===== src/rtl/fir_pkg.sv =====
// Shared types and constants for the 21-tap symmetric FIR coefficient path.
// Holds the coefficient type, the power-on coefficient set and the loader states.
package fir_pkg;
    localparam int NUM_COEFF = 11;
    localparam int COEFF_W   = 18;
    localparam int IDX_W     = $clog2(NUM_COEFF);
    localparam int BANK_W    = NUM_COEFF * COEFF_W;

    typedef logic signed [COEFF_W-1:0] coeff_t;
    typedef logic [IDX_W-1:0]          idx_t;

    localparam idx_t IDX_LAST = idx_t'(NUM_COEFF - 1);
    localparam idx_t IDX_ZERO = idx_t'(32'd0);
    localparam idx_t IDX_ONE  = idx_t'(32'd1);

    // b[0] first; the centre tap b[10] is the largest.
    localparam coeff_t DEFAULT_COEFF [NUM_COEFF] = '{
        18'sd4094,   18'sd5900,   18'sd3326,  -18'sd3449,
        -18'sd10679, -18'sd12462, -18'sd4029,  18'sd14915,
        18'sd38991,  18'sd59143,  18'sd66990
    };

    typedef enum logic [1:0] {
        IDLE  = 2'd0,
        LOAD  = 2'd1,
        FULL  = 2'd2,
        ARMED = 2'd3
    } state_t;

    function automatic coeff_t bank_coeff(input logic [BANK_W-1:0] bank, input int k);
        return coeff_t'(bank[k*COEFF_W +: COEFF_W]);
    endfunction
endpackage


===== src/rtl/coeff_bank.sv =====
// NUM_COEFF x COEFF_W coefficient register bank with indexed write and
// whole-bank parallel load; resets to zero or to the package default set.
module coeff_bank
    import fir_pkg::*;
#(
    parameter bit USE_DEFAULT = 1'b0
) (
    input  logic              clk,
    input  logic              reset,
    input  logic              wr_en,
    input  idx_t              wr_idx,
    input  coeff_t            wr_data,
    input  logic              load_en,
    input  logic [BANK_W-1:0] load_bank,
    output logic [BANK_W-1:0] bank
);
    coeff_t bank_r [NUM_COEFF];

    // Bank storage: parallel load has priority over a single-word write.
    always_ff @(posedge clk or posedge reset) begin
        if (reset) begin
            for (int i = 0; i < NUM_COEFF; i++) begin
                bank_r[i] <= USE_DEFAULT ? DEFAULT_COEFF[i] : coeff_t'({COEFF_W{1'b0}});
            end
        end else if (load_en) begin
            for (int i = 0; i < NUM_COEFF; i++) begin
                bank_r[i] <= coeff_t'(load_bank[i*COEFF_W +: COEFF_W]);
            end
        end else if (wr_en && (wr_idx <= IDX_LAST)) begin
            bank_r[wr_idx] <= wr_data;
        end
    end

    for (genvar g = 0; g < NUM_COEFF; g++) begin : g_flat
        assign bank[g*COEFF_W +: COEFF_W] = bank_r[g];
    end
endmodule


===== src/rtl/fir_coeff_loader.sv =====
// Run-time coefficient loader: fills a shadow bank over valid/ready and swaps it
// into the active bank atomically on a sample_tick after commit.
module fir_coeff_loader
    import fir_pkg::*;
(
    input  logic                clk,
    input  logic                reset,
    input  logic                sample_tick,
    input  logic                load_start,
    input  logic                c_valid,
    input  logic signed [COEFF_W-1:0] c_data,
    output logic                c_ready,
    input  logic                commit,
    input  logic                abort,
    output logic [BANK_W-1:0]   coeff_out,
    output logic                swap_pulse,
    output logic                busy,
    output logic                err
);
    state_t state_r, state_s;
    idx_t   idx_r, idx_s;
    logic   err_r, err_s;
    logic   swap_pulse_r, swap_s;
    logic   busy_r;
    logic   wr_en_s, load_en_s;
    logic [BANK_W-1:0] shadow_s;

    assign c_ready = (state_r == LOAD);

    // Next-state, index, error and bank-control decode; abort outranks everything.
    always_comb begin
        state_s   = state_r;
        idx_s     = idx_r;
        err_s     = err_r;
        swap_s    = 1'b0;
        wr_en_s   = 1'b0;
        load_en_s = 1'b0;
        case (state_r)
            IDLE: begin
                if (load_start) begin
                    state_s = LOAD;
                    idx_s   = IDX_ZERO;
                    err_s   = 1'b0;
                end else begin
                    state_s = IDLE;
                end
            end
            LOAD: begin
                if (abort) begin
                    state_s = IDLE;
                end else if (load_start) begin
                    idx_s = IDX_ZERO;
                end else begin
                    if (commit) begin
                        err_s = 1'b1;
                    end else begin
                        err_s = err_r;
                    end
                    if (c_valid) begin
                        wr_en_s = 1'b1;
                        if (idx_r == IDX_LAST) begin
                            state_s = FULL;
                        end else begin
                            idx_s = idx_r + IDX_ONE;
                        end
                    end else begin
                        wr_en_s = 1'b0;
                    end
                end
            end
            FULL: begin
                if (abort) begin
                    state_s = IDLE;
                end else begin
                    if (commit) begin
                        state_s = ARMED;
                    end else begin
                        state_s = FULL;
                    end
                    if (c_valid) begin
                        err_s = 1'b1;
                    end else begin
                        err_s = err_r;
                    end
                end
            end
            ARMED: begin
                // The commit cycle itself was spent in FULL, so any tick here is strictly later.
                if (abort) begin
                    state_s = IDLE;
                end else if (sample_tick) begin
                    state_s   = IDLE;
                    load_en_s = 1'b1;
                    swap_s    = 1'b1;
                end else begin
                    state_s = ARMED;
                end
            end
            default: begin
                state_s = IDLE;
            end
        endcase
    end

    // Control state and registered status outputs.
    always_ff @(posedge clk or posedge reset) begin
        if (reset) begin
            state_r      <= IDLE;
            idx_r        <= IDX_ZERO;
            err_r        <= 1'b0;
            swap_pulse_r <= 1'b0;
            busy_r       <= 1'b0;
        end else begin
            state_r      <= state_s;
            idx_r        <= idx_s;
            err_r        <= err_s;
            swap_pulse_r <= swap_s;
            busy_r       <= (state_s != IDLE);
        end
    end

    coeff_bank #(.USE_DEFAULT(1'b0)) u_shadow (
        .clk       (clk),
        .reset     (reset),
        .wr_en     (wr_en_s),
        .wr_idx    (idx_r),
        .wr_data   (c_data),
        .load_en   (1'b0),
        .load_bank ({BANK_W{1'b0}}),
        .bank      (shadow_s)
    );

    coeff_bank #(.USE_DEFAULT(1'b1)) u_active (
        .clk       (clk),
        .reset     (reset),
        .wr_en     (1'b0),
        .wr_idx    (IDX_ZERO),
        .wr_data   (coeff_t'({COEFF_W{1'b0}})),
        .load_en   (load_en_s),
        .load_bank (shadow_s),
        .bank      (coeff_out)
    );

    assign swap_pulse = swap_pulse_r;
    assign busy       = busy_r;
    assign err        = err_r;
endmodule


===== config.mk =====
export PLATFORM = sky130hd
export DESIGN_NAME = fir_coeff_loader
export DESIGN_NICKNAME = d
export VERILOG_FILES = /design/src/rtl/fir_pkg.sv /design/src/rtl/coeff_bank.sv /design/src/rtl/fir_coeff_loader.sv
export SDC_FILE = /design/constraint.sdc
export NUM_CORES = 1
export LEC_CHECK = 0
export ABC_AREA = 1
export BUFFER_PORTS_ARGS = -buffer_cell sky130_fd_sc_hd__buf_2
export CAP_MARGIN = 10
export CELL_PAD_IN_SITES_DETAIL_PLACEMENT = 1
export CELL_PAD_IN_SITES_GLOBAL_PLACEMENT = 2
export CORE_MARGIN = 3
export CORE_UTILIZATION = 35
export CTS_BUF_LIST = sky130_fd_sc_hd__clkbuf_8 sky130_fd_sc_hd__clkbuf_16
export CTS_CLUSTER_SIZE = 16
export DETAILED_ROUTE_END_ITERATION = 10
export PLACE_DENSITY_LB_ADDON = 0.1
export SETUP_SLACK_MARGIN = 0.15
export SLEW_MARGIN = 25
export SYNTH_ARGS = -nofsm -noshare
export SYNTH_HDL_FRONTEND = slang
export SYNTH_SLANG_ARGS = --single-unit

===== constraint.sdc =====
create_clock -name clk -period 17.6 [get_ports clk]
set_input_delay 3.52 -clock clk [delete_from_list [all_inputs] [get_ports clk]]
set_output_delay 3.52 -clock clk [all_outputs]
set_load 0.1 [all_outputs]

==> impl_results.html <==
<table>
<tr><th>Metric</th><th>Value</th></tr>
<tr><th colspan="2">Global routing</th></tr>
<tr><td>Total global-route track usage</td><td>21.8%</td></tr>
<tr><td>Global-route wire length before repair</td><td>85.0 mm</td></tr>
<tr><td>Pin count of the biggest net entering global routing</td><td>135</td></tr>
<tr><td>Total overflow reported by the global router</td><td>0</td></tr>
<tr><td>Via count of the first global-routing pass</td><td>14,000</td></tr>
<tr><td>Number of antenna violations at the first check in global routing</td><td>0</td></tr>
<tr><th colspan="2">Critical path</th></tr>
<tr><td>Top Family by Delay on Critical Path</td><td>buffers and inverters</td></tr>
<tr><td>Worst R2R Path Depth</td><td>9</td></tr>
<tr><td>Number of cells on the critical path</td><td>9</td></tr>
<tr><td>Sort of element at the start of the critical path</td><td>input pin</td></tr>
<tr><td>Max stage delay cell, worst path</td><td>sky130_fd_sc_hd__buf_4</td></tr>
<tr><td>Endpoint required time on the critical path</td><td>18,060 ps</td></tr>
<tr><td>Delay of the slowest critical-path stage</td><td>820 ps</td></tr>
<tr><td>Most frequent cell on the critical path</td><td>sky130_fd_sc_hd__nand2_1</td></tr>
<tr><td>Cell breakdown of the critical path</td><td>buf_2, inv_2, nand2_1, nor2_4, buf_4, buf_4, nand3_2, nand2_1, nand2_1</td></tr>
<tr><td>Crit. End Element</td><td>flip-flop</td></tr>
<tr><td>Worst-path maximum fanout</td><td>78</td></tr>
<tr><td>Arrival time worst endpoint</td><td>6280 ps</td></tr>
<tr><td>Buffering stage count on the worst path with inverters included</td><td>4</td></tr>
<tr><td>Worst Setup Path Type</td><td>in2reg</td></tr>
<tr><th colspan="2">Hold path</th></tr>
<tr><td>Tightest Hold Check Type</td><td>reg2reg</td></tr>
<tr><td>Cell depth of the worst hold path</td><td>2</td></tr>
<tr><th colspan="2">Synthesis</th></tr>
<tr><td>Count of different cell masters after synthesis</td><td>20</td></tr>
<tr><td>Per-instance average area after synthesis</td><td>8.97 um2</td></tr>
<tr><td>Total of flip-flops plus latches after synthesis</td><td>405</td></tr>
<tr><td>Sequential cell area fraction in the yosys report</td><td>62.4%</td></tr>
<tr><td>Synth warnings</td><td>0</td></tr>
<tr><td>Post-synthesis instance area</td><td>0.0164 mm2</td></tr>
<tr><td>Area share of the largest cell type after synthesis</td><td>46.6%</td></tr>
<tr><td>Dominant cell type by area after synthesis</td><td>sky130_fd_sc_hd__dfrtp_1</td></tr>
<tr><td>Instance count of the mapped netlist</td><td>1,833</td></tr>
<tr><td>Synthesized net count</td><td>1,866</td></tr>
<tr><td>Cell types with the largest area share after synthesis</td><td>sky130_fd_sc_hd__dfrtp_1, sky130_fd_sc_hd__nand2_1, sky130_fd_sc_hd__dfstp_2</td></tr>
<tr><th colspan="2">STA</th></tr>
<tr><td>Highest achievable clock rate</td><td>0.172 GHz</td></tr>
<tr><td>Post-route clock period utilization</td><td>33.1%</td></tr>
<tr><td>Fin worst setup slack</td><td>11,780 ps</td></tr>
<tr><td>Largest clock skew in the final design</td><td>26.7 ps</td></tr>
<tr><td>RSZ-0062 raised after global routing</td><td>no</td></tr>
<tr><td>Post-Route Setup TNS</td><td>0 ps</td></tr>
<tr><td>Final Setup Violations</td><td>0</td></tr>
<tr><td>Slew margin rel.</td><td>33.5%</td></tr>
<tr><td>Final Critical Period</td><td>5820 ps</td></tr>
<tr><td>Measured slew at the worst slew-check pin</td><td>996 ps</td></tr>
<tr><td>Number of pins with negative max-slew slack in the final report</td><td>0</td></tr>
<tr><td>Final count of hold timing violations</td><td>0</td></tr>
<tr><th colspan="2">Die</th></tr>
<tr><td>Overall die width</td><td>223 um</td></tr>
<tr><td>Starting density of the core</td><td>35.8%</td></tr>
<tr><td>Die Y-Extent</td><td>223 um</td></tr>
<tr><td>Overall die area</td><td>0.0496 mm2</td></tr>
<tr><td>Count of boundary I/O pins</td><td>227</td></tr>
<tr><td>Number of rows created at floorplan</td><td>78</td></tr>
<tr><td>Core area</td><td>0.0459 mm2</td></tr>
<tr><th colspan="2">Final layout</th></tr>
<tr><td>Ant diodes</td><td>0</td></tr>
<tr><td>Synthesis-to-finish area growth</td><td>18.3%</td></tr>
<tr><td>Fraction of final layout cells sized beyond drive strength 1</td><td>21.8%</td></tr>
<tr><td>Final net count</td><td>2,027</td></tr>
<tr><td>Filler cell count in the final layout</td><td>5,381</td></tr>
<tr><th colspan="2">Place</th></tr>
<tr><td>Final RePlAce weighted congestion</td><td>0.741</td></tr>
<tr><td>Post-detailed-placement half-perimeter wirelength</td><td>32.1 mm</td></tr>
<tr><td>Worst slack at placement</td><td>10,980 ps</td></tr>
<tr><td>Number of port buffers</td><td>226</td></tr>
<tr><th colspan="2">Outcome</th></tr>
<tr><td>Outcome</td><td>finished clean</td></tr>
<tr><th colspan="2">Detailed routing</th></tr>
<tr><td>Antenna violation net count after detailed routing</td><td>0</td></tr>
<tr><td>Vias after detailed routing</td><td>13,300</td></tr>
<tr><td>Residual DRC count</td><td>0</td></tr>
<tr><td>Initial DRC count</td><td>970</td></tr>
<tr><td>WL per Instance</td><td>20.8 um</td></tr>
<tr><td>Via-to-Cell Ratio</td><td>5.05</td></tr>
<tr><td>Initial DRT Pass Iterations</td><td>5</td></tr>
<tr><td>Drt total wl</td><td>54.8 mm</td></tr>
<tr><th colspan="2">Clock network</th></tr>
<tr><td>Clock Tree Buf Depth</td><td>3</td></tr>
<tr><td>Clock latency at the later pin of the worst-skew pair</td><td>580 ps</td></tr>
<tr><td>Number of buffers added for setup after CTS</td><td>0</td></tr>
<tr><td>Clk slew on worst S/H paths</td><td>60 ps</td></tr>
<tr><td>H-tree levels</td><td>2</td></tr>
<tr><td>Number of clock sinks</td><td>405</td></tr>
<tr><td>CTS Hold Buffers Added</td><td>0</td></tr>
<tr><td>Master cell of the clock root buffer</td><td>sky130_fd_sc_hd__clkbuf_16</td></tr>
<tr><td>Cts bufs inserted</td><td>47</td></tr>
<tr><td>CTS tree</td><td>done</td></tr>
<tr><td>Cts repair resizes</td><td>0</td></tr>
<tr><th colspan="2">Flow run</th></tr>
<tr><td>Number of max-capacitance violations reported</td><td>0</td></tr>
<tr><th colspan="2">Power and ir drop</th></tr>
<tr><td>Worst vdd rail ir drop</td><td>0.0909 mV</td></tr>
<tr><td>Final total power</td><td>2.24 mW</td></tr>
<tr><td>Ratio of total power to cell area</td><td>115 mW/mm2</td></tr>
<tr><td>Static leakage</td><td>10.9 nW</td></tr>
</table>
## per-stage QoR
step / hold WS [ps] / std cells / area, um2 / util [%]
floorplan: 442 / 1833 / 16400 / -
finish: 451 / 2631 / 19400 / 42.4
detailed placement: 456 / 2545 / 17900 / 39.0
CTS: 442 / 2631 / 19400 / 42.4
global route: 479 / 2631 / 19400 / 42.4
global placement: 451 / 2544 / 17900 / 38.9
## cells in the mapped netlist, drive strengths merged
cell type,number
nand4,199
nand3,21
clkbuf,56
nor2,21
a21oi,1
dfrtp,306
ha,8
inv,24
dfstp,99
o211ai,1
o21ai,8
buf,73
a22oi,1
o21bai,1
nand2,1014
## worst reg2reg max path, cell delays in order (launching register included)
cell and delay, ps:
sky130_fd_sc_hd__dfrtp_1 410, sky130_fd_sc_hd__inv_1 90, sky130_fd_sc_hd__ha_1 280, sky130_fd_sc_hd__nand2_1 180, sky130_fd_sc_hd__nor2_4 100, sky130_fd_sc_hd__buf_4 530, sky130_fd_sc_hd__buf_4 820, sky130_fd_sc_hd__nand3_2 660
sky130_fd_sc_hd__nand2_1 210, sky130_fd_sc_hd__nand2_1 60
## power by group
part	total [mW]	leakage, nW	internal [mW]	switching, mW
Clock	0.981	0.821	0.585	0.396
Combinational	0.207	4.85	0.0461	0.161
Sequential	1.06	5.24	1.01	0.0472
Total	2.24	10.9	1.64	0.604
## kinds of logic (layout without fill, tap and decap cells)
group | count (synthesis) | count (layout) | synth area share [%]
DFF | 405 | 405 | 62.4
AOI/OAI and AO/OA | 12 | 12 | 0.411
and+or+nand+nor | 1255 | 1255 | 32.4
buffers and inverters | 153 | 351 | 4.24
adders and majority gates | 8 | 8 | 0.609
## state kept, by name, indices dropped and copies added, names as in the netlist
| name | flops |
|---|---|
| u_shadow.bank | 198 |
| busy | 1 |
| state_r | 2 |
| err | 1 |
| swap_pulse | 1 |
| idx_r | 4 |
| u_active.bank | 198 |
## placed cells by master, fill, tap and decap left out, types with 2 or more instances in the layout
| cell type | count |
|---|---|
| sky130_fd_sc_hd__buf_2 | 226 |
| sky130_fd_sc_hd__buf_4 | 12 |
| sky130_fd_sc_hd__buf_6 | 2 |
| sky130_fd_sc_hd__bufinv_16 | 4 |
| sky130_fd_sc_hd__clkbuf_16 | 47 |
| sky130_fd_sc_hd__clkbuf_8 | 10 |
| sky130_fd_sc_hd__clkinv_2 | 10 |
| sky130_fd_sc_hd__dfrtp_1 | 306 |
| sky130_fd_sc_hd__dfstp_2 | 99 |
| sky130_fd_sc_hd__ha_1 | 8 |
| sky130_fd_sc_hd__inv_1 | 31 |
| sky130_fd_sc_hd__inv_2 | 4 |
| sky130_fd_sc_hd__inv_6 | 2 |
| sky130_fd_sc_hd__nand2_1 | 1014 |
| sky130_fd_sc_hd__nand3_1 | 8 |
| sky130_fd_sc_hd__nand3_2 | 12 |
| sky130_fd_sc_hd__nand4_1 | 199 |
| sky130_fd_sc_hd__nor2_1 | 10 |
| sky130_fd_sc_hd__nor2_2 | 10 |
| sky130_fd_sc_hd__o21ai_0 | 8 |
## final cells by class
class                      instances  area, um2  area share (%)
inverter                          24        108           0.553
sequential                       405      10300            52.8
clock inverter                    29        235            1.21
clock buffer                      57       1310            6.76
multi-input combinational       1275       5510            28.3
timing repair buffer             241       1270            6.54
tap                              600        751            3.86
## layer usage
metal,wire length [um],up-vias,GRT usage (%)
li1,-,6194,-
met1,25000,6730,30.1
met5,0,-,0
met3,2680,79,3.98
met2,25800,292,35.7
met4,1330,0,5.70
## path summary, 6_finish.rpt
path                                         from           endpoint  slack, ps
min in group asynchronous                   reset  u_active.bank[60]       3030
max in group asynchronous                   reset           idx_r[1]      13030
worst max register to register         state_r[1]  u_shadow.bank[54]      14150
worst max-delay path                        abort  u_shadow.bank[54]      11780
worst min register to register  u_shadow.bank[25]  u_active.bank[25]        450
worst min-delay path            u_shadow.bank[25]  u_active.bank[25]        450
No activity file was read; power rests on OpenSTA's default activity.
